--- src/rtl/obi_wb_pkg.sv ---
// Shared types and default constants for the OBI
// instruction/data to Wishbone-classic arbiter.
package obi_wb_pkg;

   typedef enum logic [1:0] {
      IDLE,
      BUS,
      RESP
   } arb_state_e;

   typedef enum logic {
      PORT_INSTR,
      PORT_DATA
   } port_e;

   localparam int unsigned DEF_TIMEOUT_CYCLES = 1024;
   localparam logic [31:0] DEF_TIMEOUT_RDATA  = 32'hDEADBEEF;

endpackage

--- src/rtl/rr_arbiter2.sv ---
// Two-way round-robin picker: one-hot grant from
// two requests and the port that won last time.
module rr_arbiter2
   import obi_wb_pkg::*;
(
   input  logic [1:0] req,
   input  port_e      last_grant,
   output logic [1:0] gnt
);

   // On a tie the port that did not win last time goes first.
   always_comb begin
      gnt = 2'b00;
      case (req)
         2'b01:   gnt = 2'b01;
         2'b10:   gnt = 2'b10;
         2'b11:   gnt = (last_grant == PORT_DATA) ? 2'b01 : 2'b10;
         default: gnt = 2'b00;
      endcase
   end

endmodule

--- src/rtl/obi_wb_arbiter.sv ---
// Shares one Wishbone-classic master between the OBI
// instruction and data ports, one access at a time.
module obi_wb_arbiter
   import obi_wb_pkg::*;
#(
   parameter int unsigned           ADDR_WIDTH     = 32,
   parameter int unsigned           DATA_WIDTH     = 32,
   parameter int unsigned           TIMEOUT_CYCLES = DEF_TIMEOUT_CYCLES,
   parameter logic [DATA_WIDTH-1:0] TIMEOUT_RDATA  = DEF_TIMEOUT_RDATA
) (
   input  logic                    clk,
   input  logic                    rst_n,
   input  logic                    instr_req_i,
   output logic                    instr_gnt_o,
   input  logic [ADDR_WIDTH-1:0]   instr_addr_i,
   output logic                    instr_rvalid_o,
   output logic [DATA_WIDTH-1:0]   instr_rdata_o,
   input  logic                    data_req_i,
   output logic                    data_gnt_o,
   input  logic                    data_we_i,
   input  logic [DATA_WIDTH/8-1:0] data_be_i,
   input  logic [ADDR_WIDTH-1:0]   data_addr_i,
   input  logic [DATA_WIDTH-1:0]   data_wdata_i,
   output logic                    data_rvalid_o,
   output logic [DATA_WIDTH-1:0]   data_rdata_o,
   output logic                    wb_cyc_o,
   output logic                    wb_stb_o,
   output logic                    wb_we_o,
   output logic [DATA_WIDTH/8-1:0] wb_sel_o,
   output logic [ADDR_WIDTH-1:0]   wb_addr_o,
   output logic [DATA_WIDTH-1:0]   wb_data_o,
   input  logic [DATA_WIDTH-1:0]   wb_data_i,
   input  logic                    wb_ack_i,
   output logic                    bus_err_o
);

   localparam int unsigned SW = DATA_WIDTH / 8;
   localparam int unsigned CW =
      (TIMEOUT_CYCLES > 0) ? $clog2(TIMEOUT_CYCLES + 1) : 1;
   localparam logic [CW-1:0] CNT_LAST =
      (TIMEOUT_CYCLES > 0) ? CW'(TIMEOUT_CYCLES - 1) : '0;
   localparam logic [CW-1:0] CNT_MAX = {CW{1'b1}};
   localparam bit TMO_EN = (TIMEOUT_CYCLES != 0);

   arb_state_e state_q, state_d;
   port_e      last_q, owner_q, pick;
   logic [1:0] rr_gnt, gnt;
   logic       take, abort, tmo_hit;

   logic [ADDR_WIDTH-1:0] addr_q;
   logic                  we_q;
   logic [SW-1:0]         sel_q;
   logic [DATA_WIDTH-1:0] wdata_q, rdata_q;
   logic [CW-1:0]         cnt_q;
   logic                  err_q;

   rr_arbiter2 u_rr (
      .req        ({data_req_i, instr_req_i}),
      .last_grant (last_q),
      .gnt        (rr_gnt)
   );

   assign pick    = rr_gnt[1] ? PORT_DATA : PORT_INSTR;
   assign tmo_hit = TMO_EN && (cnt_q == CNT_LAST);

   // Next state and the combinational grant, which only exists in IDLE.
   always_comb begin
      state_d = state_q;
      gnt     = 2'b00;
      take    = 1'b0;
      abort   = 1'b0;
      unique case (state_q)
         IDLE: begin
            gnt = rr_gnt & {2{rst_n}};
            if (|rr_gnt) begin
               state_d = BUS;
               take    = 1'b1;
            end
         end
         BUS: begin
            if (wb_ack_i) begin
               state_d = RESP;
            end else if (tmo_hit) begin
               state_d = RESP;
               abort   = 1'b1;
            end
         end
         RESP:    state_d = IDLE;
         default: state_d = IDLE;
      endcase
   end

   // State register.
   always_ff @(posedge clk or negedge rst_n) begin
      if (!rst_n) begin
         state_q <= IDLE;
      end else begin
         state_q <= state_d;
      end
   end

   // Request capture, timeout counter and response data.
   always_ff @(posedge clk or negedge rst_n) begin
      if (!rst_n) begin
         last_q  <= PORT_DATA;
         owner_q <= PORT_INSTR;
         addr_q  <= '0;
         we_q    <= 1'b0;
         sel_q   <= '0;
         wdata_q <= '0;
         rdata_q <= '0;
         cnt_q   <= '0;
         err_q   <= 1'b0;
      end else begin
         if (take) begin
            owner_q <= pick;
            last_q  <= pick;
            cnt_q   <= '0;
            if (pick == PORT_DATA) begin
               addr_q  <= data_addr_i;
               we_q    <= data_we_i;
               sel_q   <= data_be_i;
               wdata_q <= data_wdata_i;
            end else begin
               addr_q  <= instr_addr_i;
               we_q    <= 1'b0;
               sel_q   <= '1;
               wdata_q <= '0;
            end
         end
         if (state_q == BUS) begin
            if (cnt_q != CNT_MAX) begin
               cnt_q <= cnt_q + 1'b1;
            end
            if (wb_ack_i) begin
               rdata_q <= we_q ? '0 : wb_data_i;
            end else if (abort) begin
               rdata_q <= TIMEOUT_RDATA;
               err_q   <= 1'b1;
            end
         end
      end
   end

   assign instr_gnt_o = gnt[0];
   assign data_gnt_o  = gnt[1];

   assign instr_rvalid_o = (state_q == RESP) && (owner_q == PORT_INSTR);
   assign data_rvalid_o  = (state_q == RESP) && (owner_q == PORT_DATA);
   assign instr_rdata_o  = instr_rvalid_o ? rdata_q : '0;
   assign data_rdata_o   = data_rvalid_o ? rdata_q : '0;

   assign wb_cyc_o  = (state_q == BUS);
   assign wb_stb_o  = (state_q == BUS);
   assign wb_we_o   = we_q;
   assign wb_sel_o  = sel_q;
   assign wb_addr_o = addr_q;
   assign wb_data_o = wdata_q;
   assign bus_err_o = err_q;

endmodule

--- config.mk ---
export PLATFORM = sky130hd
export DESIGN_NAME = obi_wb_arbiter
export DESIGN_NICKNAME = d
export VERILOG_FILES = /design/src/rtl/obi_wb_pkg.sv /design/src/rtl/rr_arbiter2.sv /design/src/rtl/obi_wb_arbiter.sv
export SDC_FILE = /design/constraint.sdc
export NUM_CORES = 1
export LEC_CHECK = 0
export CAP_MARGIN = 20
export CORE_UTILIZATION = 43
export DETAILED_ROUTE_END_ITERATION = 12
export PLACE_DENSITY_LB_ADDON = 0.15
export SYNTH_ARGS = -nofsm -noshare
export SYNTH_HDL_FRONTEND = slang
export SYNTH_SLANG_ARGS = --single-unit
--- constraint.sdc ---
create_clock -name clk -period 4.2 [get_ports clk]
set_input_delay 0.84 -clock clk [delete_from_list [all_inputs] [get_ports clk]]
set_output_delay 0.84 -clock clk [all_outputs]
set_load 0.005 [all_outputs]
# --- Word level (Yosys, flattened, before mapping) ---
# Index checks and enable logic that the tools add are counted.
# W data, S select, Z words.
totals:
  output_inout_bits: 140
  in_bits: 138
  word_cells: 56
  ff_bits: 117
op_classes:
  muxes: 25
  n_reduce_logical: 8
  bitwise: 3
  n_addsub: 1
  eq_ne: 9
op_table:
  columns: ["op", "n"]
  rows:
  - ["$mux W32", 7]
  - ["$mux W11", 3]
  - ["$add A11 B1 Y11 const B", 1]
  - ["$eq A11 B10 Y1 const B", 1]
  - ["$ne A11 B11 Y1 const B", 1]
  - ["$mux W2", 5]
  - ["$mux W1", 7]
  - ["$eq A2 B2 Y1 const B", 3]
  - ["$pmux W2 S3", 1]
  - ["$eq A2 B1 Y1 const B", 2]
  - ["$mux W4", 1]
  - ["$pmux W2 S2", 1]
  - ["$reduce_and A2 Y1", 2]
  - ["$ne A3 B1 Y1 const B", 1]
  - ["$reduce_and A3 Y1", 1]
  - ["$and A2 B2 Y2", 1]
  - ["$logic_and A1 B1 Y1", 2]
  - ["$logic_not A2 Y1", 1]
  - ["$ne A2 B2 Y1 const B", 1]
  - ["$not A1 Y1", 2]
  - ["$reduce_bool A2 Y1", 1]
  - ["$reduce_or A2 Y1", 1]

# --- Longest topological paths before layout ---
# Gate-level depths: netlist (run 1).
logic_depth:
  depth_word: 8
  depth_mapped: 7
  depth_no_buf: 6

# --- Hierarchy ---
# Synthesis (run 1) repeated with hierarchy kept, for this count alone.
unflattened:
  hier_cells: 481
  area_unflattened_um2: 5471.5
by_module_without_submodules:
  columns: ["module", "area_per_inst_um2", "seq_area_each_um2", "n_inst", "cells_per_inst"]
  rows:
  - ["obi_wb_arbiter", 5452.7, 2929.1, 1, 478]
  - ["rr_arbiter2", 18.8, 0.0, 1, 3]

# --- Worst setup path after synthesis (run 1) ---
# Ideal clock, no wire load.
synth_path:
  path_kind: "flip-flop to output port"
  from: "register state_q[0]"
  to: "output instr_rdata_o[22]"
  t_arrival_ns: 1.192
  path_slack_ns: 2.168
  path_stages_with_launch: 4
  n_path_buf: 1
  required_time_ns: 3.360
  cell_sequence: "dfrtp_1 nor3b_1 clkbuf_1 and2_1"
synth_via:
  elab_chain_len: 3
synth_lines:
  columns: ["item", "line_no", "source"]
  rows:
  - ["start, declared", "obi_wb_arbiter.sv:45", "arb_state_e state_q, state_d;"]
  - ["start signal, assigned", "obi_wb_arbiter.sv:98", "state_q <= state_d;"]
  - ["$eq A2 B2 Y1", "obi_wb_arbiter.sv:148", "assign instr_rvalid_o = (state_q == RESP) && (owner_q == PORT_INSTR);"]
  - ["$logic_and A1 B1 Y1", "obi_wb_arbiter.sv:148", null]
  - ["net instr_rvalid_o", "obi_wb_arbiter.sv:16", "output logic instr_rvalid_o,"]
  - ["$mux W32", "obi_wb_arbiter.sv:150", "assign instr_rdata_o = instr_rvalid_o ? rdata_q : '0;"]
  - ["end, declared", "obi_wb_arbiter.sv:17", "output logic [DATA_WIDTH-1:0] instr_rdata_o,"]
# The timed path passes the listed nets, and every way through them passes these cells.

# --- Final worst setup path (run 1) ---
layout_path:
  from: "register state_q[0]"
  to: "output data_rdata_o[0]"
layout_via:
  elab_chain_len: 3
layout_lines:
  columns: ["item", "line_no", "source"]
  rows:
  - ["$eq A2 B2 Y1", "obi_wb_arbiter.sv:149", "assign data_rvalid_o = (state_q == RESP) && (owner_q == PORT_DATA);"]
  - ["$logic_and A1 B1 Y1", "obi_wb_arbiter.sv:149", null]
  - ["$mux W32", "obi_wb_arbiter.sv:151", "assign data_rdata_o = data_rvalid_o ? rdata_q : '0;"]
  - ["end, declared", "obi_wb_arbiter.sv:25", "output logic [DATA_WIDTH-1:0] data_rdata_o,"]
# Every way passes these cells.

==> impl_metrics.toml, run 1 <==
[critical_path]
cp_data_required_time_ps = 3360
cp_num_buf_inv = 1
crit_slowest_cell = "and3b_1"
crit_family = "simple AND/OR/NAND/NOR gates"
crit_chain = "and3b_1 -> and2_1 -> clkdlybuf4s50_1"
cp-end-kind = "primary output"
critPathLaunchType = "flop"
regToRegSetupSlack_ps = 2100
worstPathArrival_ps = 2380
cp_max_fo = 33
path_class = "reg2out"
critPathMaxStageDelay_ps = 800

[cts]
htree_levels = 4
cts-root-buf = "clkbuf_16"
cts-resized-gates = 0
cts_tree = "built"
clk_path_buf_depth = 2
postCtsHoldBufs = 0
path_clk_slew_ps = 60
clock_sinks = 117
clock_latency_ps = 410
numCtsBuffers = 17
cts_setup_buffers = 0

[job]
drv_cap = 0

[worst_hold_path]
worstHoldPathType = "in2async"

[finish]
n_fill_cell = 886
register_area_um2 = 2930
drive_gt1_frac = 0.0942
multiInputGateArea_um2 = 2200
syn2layout_area_growth_pct = 65.9
final_cells = 911
n_antenna_cell = 0
nNetsFinal = 890

[yosys]
syn_inst = 480
syn_nets = 619
synth_edf_count = 0
yosysTopAreaCell = "dfrtp_1"
ys_types = 49
yosysTopAreaCellShare = 0.546
async_reset_ff_frac = 1.00
ys_seq_elements = 117
yosysSeqAreaShare = 0.551
avgSynthCellArea_um2 = 11.1
netlist_top_cells_area = "dfrtp_1, and2_1, a22o_1"
yosysWarnings = 0
synth_flop_cell = "dfrtp_1"
netlist_area_um2 = 5320

[placement]
dp_hpwl_mm = 10.8
globalplace.congestion = 0.802
port_buffers = 277
post-place-cells = 879

[grt]
antenna_found_initial = 0
grt_pass1_vias = 4868
grt_remaining_overflow = 0
grt_pass1_wl_mm = 23.8
grt_usage = 0.240
grt_max_degree = 81

[floorplanning]
die-area_um2 = 12800
die_h_um = 113
placementRows = 40
io_pins = 278
core_area_um2 = 12000
initial_utilization = 0.443
die_w_um = 113

[run_status]
status = "finished, final reports clean"

[timing]
fin_crit_ps = 3220
fin_crit_sh = 0.766
slew_viol_final = 0
setup_viol = 0
holdWs_ps = 411
fin_setup_tns_ps = 0
fin_skew_ps = 10.1
rsz0062_at_grt = "false"
worst_pin_slew_ps = 979
worst_slew_margin_rel = 0.348
max_freq_ghz = 0.311
hold_viol = 0

[detailed_routing]
dr.first_iter.drc_count = 174
firstDrtPassIters = 4
via_per_inst = 5.20
wl_per_cell_um = 16.1
totalWireLength_mm = 14.7
antenna_left = 0
vias = 4736
drc = 0

[power]
p_leak_nw = 3.65
p_per_area_nw_per_um2 = 653
ir_worst_vdd_v = 0.000453
==> cell families (layout without fill, tap and decap cells) <==
family,after synthesis,after routing,share of synthesized area
multiplexers,3,3,0.00565
adder cells (fa/ha/maj),1,1,0.00235
AND/OR/NAND/NOR,194,194,0.194
XOR/XNOR,1,1,0.00165
flip-flops,117,117,0.551
AO/OA/AOI/OAI,124,124,0.207
buffers and inverters,40,324,0.0381
==> synthesized netlist by cell type, drive strengths merged, types with 4 or more instances <==
library cell / n
o31ai: 4
nand2: 13
nand2b: 25
clkbuf: 20
and2: 66
o22ai: 32
buf: 14
o22a: 4
inv: 6
a22o: 42
nand3: 7
nor2: 70
a2bb2oi: 24
o21ai: 5
dfrtp: 116
==> worst paths after layout <==
check / from / end / cells past startpoint
max in group asynchronous: rst_n / rdata_q[15] / 2
max reg2reg: state_q[1] / rdata_q[14] / 6
min reg2reg: bus_err_o / bus_err_o / 1
max: state_q[0] / data_rdata_o[0] / 3
min: rst_n / wb_addr_o[7] / 1
min in group clk: bus_err_o / bus_err_o / 1
==> layout make-up <==
cell class                      count  area share
Clock buffer                       18      0.0498
Tap cell                          147      0.0209
Timing Repair Buffer              286       0.322
Clock inverter                     14      0.0227
Multi-Input combinational cell    323       0.250
Sequential cell                   117       0.332
Inverter                            6     0.00312
==> layout by cell type, fill, tap and decap left out, types with 2 or more instances in the layout <==
| master | instances |
|---|---|
| nand3_1 | 7 |
| o211ai_1 | 3 |
| inv_1 | 4 |
| clkbuf_16 | 17 |
| nor2_1 | 70 |
| o21ai_0 | 3 |
| nand2b_1 | 25 |
| a2bb2oi_2 | 19 |
| a22o_1 | 42 |
| dfrtp_1 | 116 |
| o31ai_1 | 3 |
| clkdlybuf4s50_1 | 276 |
| inv_6 | 4 |
| and2_1 | 66 |
| nand2_1 | 13 |
| buf_4 | 10 |
| clkinv_4 | 3 |
| bufinv_16 | 4 |
| a2bb2oi_1 | 5 |
| mux2i_1 | 3 |
| clkinvlp_4 | 3 |
| a21oi_1 | 3 |
| nor3_1 | 2 |
| o22ai_1 | 32 |
| o22a_1 | 4 |
==> state kept, by name (all words and copies together) (netlist names) <==
register / count
rdata_q: 32
wb_sel_o: 4
owner_q: 1
wb_data_o: 32
bus_err_o: 1
state_q: 2
cnt_q: 11
wb_we_o: 1
wb_addr_o: 32
last_q: 1
==> per-layer routing <==
layer  vias to the layer above  global-route usage  share of wire
li1                       2241                   -              -
met2                       216               0.414           0.50
met5                         -                   0              0
met1                      2251               0.278           0.40
met3                        28              0.0819          0.085
met4                         0              0.0877          0.023
==> report_power, final <==
part	switching [mW]	leakage, nW	internal, mW	total (mW)
Combinational	0.922	1.95	1.35	2.27
Sequential	0.335	1.40	1.62	1.95
Clock	0.520	0.304	1.01	1.53
Total	1.78	3.65	3.98	5.76
==> stage by stage <==
step	worst slack (ps)	area, µm²	power (mW)	util
6_report	984	8820	5.76	0.734
3_5_place_dp	1120	8180	4.25	0.681
2_1_floorplan	2170	5320	3.04	-
5_1_grt	833	8820	6.11	0.734
3_3_place_gp	1150	8180	4.18	0.681
4_1_cts	928	8820	5.82	0.734
(Power assumes the default switching activity.)
==> inputs of run 2 (changes only) <==
--- a/config.mk
+++ b/config.mk
@@ -6,7 +6,7 @@
 export NUM_CORES = 1
 export LEC_CHECK = 0
 export CAP_MARGIN = 20
-export CORE_UTILIZATION = 43
+export CORE_UTILIZATION = 36
 export DETAILED_ROUTE_END_ITERATION = 12
 export PLACE_DENSITY_LB_ADDON = 0.15
 export SYNTH_ARGS = -nofsm -noshare
==> constraint.sdc (replaced) <==
create_clock -name clk -period 2.8 [get_ports clk]
set_input_delay 0.56 -clock clk [delete_from_list [all_inputs] [get_ports clk]]
set_output_delay 0.56 -clock clk [all_outputs]
set_load 0.005 [all_outputs]
==> run 2 against run 1 <==
Effect of this change: combinational power is 51% higher; flip-flop and latch count stayed put; cell area is 0.72% higher; die area is 19% higher; via count is 0.57% lower; worst setup slack worse by 890 ps; critical path depth is 2 higher; first-iteration DRC count is 33% lower; utilization is 12 points lower; clock power is 41% higher; critical path type is now in2out; highest routed layer unchanged.
==> impl_metrics.toml, run 2 (same netlist as run 1, synthesis figures left out) <==
[run_status]
status = "finished, final reports clean"

[job]
drv_cap = 0

[cts]
cts-root-buf = "clkbuf_16"
htree_levels = 4
cts_setup_buffers = 0
clock_latency_ps = 410
clk_path_buf_depth = 2
path_clk_slew_ps = 60
clock_sinks = 117
cts_tree = "built"
numCtsBuffers = 17

[worst_hold_path]
worstHoldPathType = "reg2reg"
hold_end = "bus_err_o"
hold_path_depth = 1
hold_path.startpoint = "bus_err_o"

[critical_path]
path_class = "in2out"
cp_max_fo = 13
regToRegSetupSlack_ps = 880
critPathMaxStageDelay_ps = 550
crit_chain = "dlygate4sd3_1 -> buf_6 -> nand2_1 -> a211oi_1 -> clkdlybuf4s50_1"
worstPathArrival_ps = 2140
reg2regPathDepth = 6
r2r-end = "rdata_q[1]"
cp_data_required_time_ps = 2240
critPathLaunchType = "primary input"
crit_slowest_cell = "dlygate4sd3_1"
r2r-start = "cnt_q[0]"
cp-end-kind = "primary output"

[placement]
port_buffers = 277
globalplace.congestion = 0.853
dp_hpwl_mm = 10.5

[floorplanning]
placementRows = 44
die_h_um = 124
initial_utilization = 0.367
die-area_um2 = 15300
io_pins = 278
core_area_um2 = 14500
die_w_um = 124

[timing]
hold_viol = 0
fin_crit_ps = 2700
fin_skew_ps = 8.48
fin_crit_sh = 0.965
slew_viol_final = 0
max_freq_ghz = 0.370
worst_slew_margin_rel = 0.477
worst_pin_slew_ps = 785
fin_setup_tns_ps = 0
rsz0062_at_grt = "false"
setup_viol = 0

[detailed_routing]
dr.first_iter.drc_count = 117
firstDrtPassIters = 7
wl_per_cell_um = 15.4
totalWireLength_mm = 14.7
antenna_left = 0
vias = 4709
drc = 0
via_per_inst = 4.94

[grt]
grt_pass1_vias = 4721
grt_usage = 0.199
grt_max_degree = 63
grt_remaining_overflow = 0
antenna_found_initial = 0
grt_pass1_wl_mm = 23.1

[finish]
layout_common_cells = "clkdlybuf4s50_1, dfrtp_1, nor2_1"
final_common_cell = "clkdlybuf4s50_1"
nNetsFinal = 895
drive_gt1_frac = 0.0988
syn2layout_area_growth_pct = 67.1
n_antenna_cell = 0
multiInputGateArea_um2 = 2200
n_fill_cell = 1198
register_area_um2 = 2930

[power]
internal_power_mw = 5.81
ir_worst_vdd_v = 0.000617
finalPower_mw = 8.51
p_sw_frac = 0.317
p_leak_nw = 3.66
p_sw_mw = 2.70
p_seq_frac = 0.344
p_per_area_nw_per_um2 = 958
clock_power_share = 0.254
p_comb_frac = 0.402
-- run 2: how the worst max path moves through the flow --
stage                    start           endpoint  slack (ps)
finish                   rst_n         data_gnt_o         100
global route             rst_n         data_gnt_o          10
CTS                      rst_n         data_gnt_o          40
detailed placement  data_req_i        instr_gnt_o         270
global placement    data_req_i        instr_gnt_o         300
floorplan           state_q[0]  instr_rdata_o[22]        1050
-- run 2: repair_timing --
item | in CTS | in global routing
gates resized for setup | 0 | 2
endpoints found under the setup margin | 0 | 1
endpoints found under the hold margin | 5 | 0
hold buffers | 2 | 0
-- run 2: cell type report --
cell class,instances,area share
inverters,6,0.00310
repair buffers,291,0.326
clock buffers,17,0.0479
multi-input cells,323,0.248
well taps,184,0.0259
clock inverters,15,0.0192
flip-flops and latches,117,0.330
-- run 2: metrics by stage --
step                      worst slack, ps  area (µm²)  cells  utilization  hold WS [ps]
after floorplan                      1050        5320    480            -           264
after global placement                301        8260    919        0.571           444
after detailed placement              274        8260    919        0.571           444
after CTS                            35.1        8880    953        0.613           457
after global routing                 14.7        8880    953        0.614           494
final                                96.7        8880    953        0.614           453
-- run 2: power by group through the flow --
stage | Sequential [mW] | Combinational, mW | Clock, mW
after floorplan | 2.88 | 1.68 | 0
after global placement | 2.91 | 3.39 | 0
after detailed placement | 2.94 | 3.46 | 0
after CTS | 2.93 | 3.47 | 2.22
after global routing | 3.03 | 3.75 | 2.29
final | 2.93 | 3.42 | 2.16
-- run 2: critical path: cells and delay by family --
kind            cells  cell delay (ps)
compound gates      1              220
buf+inv             3             1260
simple gates        1               90
-- run 2: per-layer routing --
layer  vias up  wire length (µm)  track usage
met2       218              6910        0.321
met3        24              1300       0.0710
met5         -                 0            0
met1      2219              6220        0.241
li1       2248                 -            -
met4         0               291       0.0843
==> inputs of run 3 (changes only) <==
--- a/config.mk
+++ b/config.mk
@@ -7,8 +7,10 @@
 export LEC_CHECK = 0
 export CAP_MARGIN = 20
 export CORE_UTILIZATION = 36
+export CTS_CLUSTER_DIAMETER = 150
 export DETAILED_ROUTE_END_ITERATION = 12
 export PLACE_DENSITY_LB_ADDON = 0.15
 export SYNTH_ARGS = -nofsm -noshare
 export SYNTH_HDL_FRONTEND = slang
+export SYNTH_HIERARCHICAL = 1
 export SYNTH_SLANG_ARGS = --single-unit
==> run 3 against run 2 <==
Effect of this change: the flow now finishes with violations (DRC); global-route usage rose by 0.14 points; clock-buffer cell count rose by 6; critical path depth fell by 1; sequential power barely moved; register-to-register slack barely moved; non-clock buffer count did not move; clock skew fell by 2.3 ps; sequential share of layout area fell by 0.36 points; clock power fell by 7%; first-iteration DRC count rose by 81%; via count fell by 1.2%; worst hold slack improved by 22 ps; largest cell class unchanged; highest routed layer unchanged.
==> impl_metrics.toml, run 3 <==
[detailed_routing]
antenna_left = 0
via_per_inst = 4.90
firstDrtPassIters = 8
dr.first_iter.drc_count = 212
drc = 19
wl_per_cell_um = 16.0
totalWireLength_mm = 15.2
vias = 4652

[placement]
globalplace.congestion = 0.794
port_buffers = 277
dp_hpwl_mm = 11.3

[floorplanning]
die-area_um2 = 15700
core_area_um2 = 14700
die_h_um = 125
placementRows = 44
die_w_um = 125
initial_utilization = 0.372
io_pins = 278

[power]
p_per_area_nw_per_um2 = 923
ir_worst_vdd_v = 0.000457
p_leak_nw = 3.83
p_seq_frac = 0.354
internal_power_mw = 5.76
clock_power_share = 0.242
p_comb_frac = 0.403
p_sw_mw = 2.53
p_sw_frac = 0.305

[yosys]
syn_inst = 481
synth_top_cells_by_count = "dfrtp_1, and2_1, nand2_1"
synth_most_common_cell = "dfrtp_1"
yosysTopAreaCellShare = 0.531
yosysSeqAreaShare = 0.535
synth_flop_cell = "dfrtp_1"
yosysWarnings = 6
syn_nets = 620
avgSynthCellArea_um2 = 11.4
ys_seq_elements = 117
netlist_area_um2 = 5470
yosysTopAreaCell = "dfrtp_1"
async_reset_ff_frac = 1.00
ys_types = 46
synth_edf_count = 0
netlist_top_cells_area = "dfrtp_1, and2_1, mux2i_1"

[cts]
path_clk_slew_ps = 50
cts_setup_buffers = 0
htree_levels = 4
clk_path_buf_depth = 2
cts_tree = "built"
cts-root-buf = "clkbuf_16"
numCtsBuffers = 17
clock_latency_ps = 400
clock_sinks = 117

[timing]
hold_viol = 0
holdWs_ps = 476
setup_viol = 0
slew_viol_final = 0
worst_pin_slew_ps = 806
fin_skew_ps = 6.15
worst_slew_margin_rel = 0.463
fin_crit_sh = 0.916
fin_crit_ps = 2560
fin_setup_tns_ps = 0
rsz0062_at_grt = "false"
max_freq_ghz = 0.390

[grt]
grt_max_degree = 76
grt_pass1_wl_mm = 24.8
grt_usage = 0.201
grt_pass1_vias = 4836
grt_remaining_overflow = 0
globalRoute.busiestLayer = "met2"
grtUsageMet2 = 0.344
antenna_found_initial = 0
met1_usage = 0.241
grt_use_met3 = 0.0625

[worst_hold_path]
hold_path_depth = 2
worstHoldPathType = "reg2reg"

[finish]
drive_gt1_frac = 0.0875
layout_common_cells = "clkdlybuf4s50_1, dfrtp_1, and2_1"
n_antenna_cell = 0
syn2layout_area_growth_pct = 64.1
final_common_cell = "clkdlybuf4s50_1"
nNetsFinal = 895

[critical_path]
crit_chain = "and3b_1 -> buf_4 -> and2_1 -> clkdlybuf4s50_1"
cp_num_buf_inv = 2
cp_data_required_time_ps = 2240
reg2regPathDepth = 6
crit_family = "buffers and inverters"
crit_slowest_cell = "clkdlybuf4s50_1"
critPathLaunchType = "flop"
path_class = "reg2out"
worstPathArrival_ps = 2000
cp-end-kind = "primary output"
cp_max_fo = 33
cp.depth = 4
critPathMaxStageDelay_ps = 510

[run_status]
status = "finished, violations left"
violations = "DRC"

[job]
drv_cap = 0
[run 3: cell count changes after synthesis, moves of 3 or more]
cell,before,now
and3_1,0,4
buf_2,9,14
clkbuf_1,20,15
inv_1,4,1
mux2i_1,3,36
nand2_1,13,51
nor2_1,70,3
o211ai_1,3,0
o21ai_0,3,35
o22ai_1,32,0
[run 3: kinds of logic after synthesis]
group / Yosys count / share of synthesized area
simple gates: 171 / 0.175
xor+xnor: 1 / 0.00160
fa+ha+maj: 1 / 0.00229
flops: 117 / 0.535
buf+inv: 38 / 0.0375
mux: 36 / 0.0659
compound gates: 117 / 0.182
[run 3: final timing paths]
check	start	end	slack, ps
min reg2reg	wb_addr_o[10]	wb_addr_o[10]	480
min	wb_addr_o[10]	wb_addr_o[10]	480
max in group asynchronous	rst_n	wb_we_o	1270
min in group asynchronous	rst_n	wb_sel_o[2]	520
max	state_q[0]	data_rdata_o[0]	240
max reg2reg	last_q	cnt_q[4]	890
[run 3: layer usage]
metal	part of all wire	wire (µm)
met3	0.072	1100
met2	0.50	7640
met4	0.015	235
met1	0.41	6240
met5	0	0
[run 3: cell type report]
cell class	count	area, µm²
clock buffer	23	458
multi-input combinational	326	2360
fill	1196	5720
sequential	117	2930
timing repair buffer	291	2900
tap	184	230
clock inverter	6	80.1
inverter	3	16.3
[run 3: repair_timing]
item,in CTS,in global routing
hold endpoints to repair,5,0
hold buffers,1,0
gates resized for setup,0,0
[run 3: metrics by stage]
step           utilization  total power [mW]  cell area [µm²]  worst slack, ps  std cells
2_1_floorplan            -              4.50             5470              648        481
3_3_place_gp         0.574              6.22             8430              287        920
3_5_place_dp         0.574              6.34             8430              247        920
4_1_cts              0.611              8.41             8980              193        950
5_1_grt              0.611              8.82             8980              109        950
6_report             0.611              8.29             8980              236        950
[run 3: power by group through the flow]
stage | clock network (mW) | logic (mW) | registers [mW]
2_1_floorplan | 0 | 1.64 | 2.86
3_3_place_gp | 0 | 3.30 | 2.93
3_5_place_dp | 0 | 3.39 | 2.95
4_1_cts | 2.06 | 3.40 | 2.95
5_1_grt | 2.14 | 3.64 | 3.05
6_report | 2.01 | 3.34 | 2.94
[run 3: tightest hold or removal path, delay by kind of cell, from the launching register on]
kind / cells / cell delay, ps
DFF: 1 / 340
AOI/OAI and AO/OA: 1 / 60
and+or+nand+nor: 1 / 40
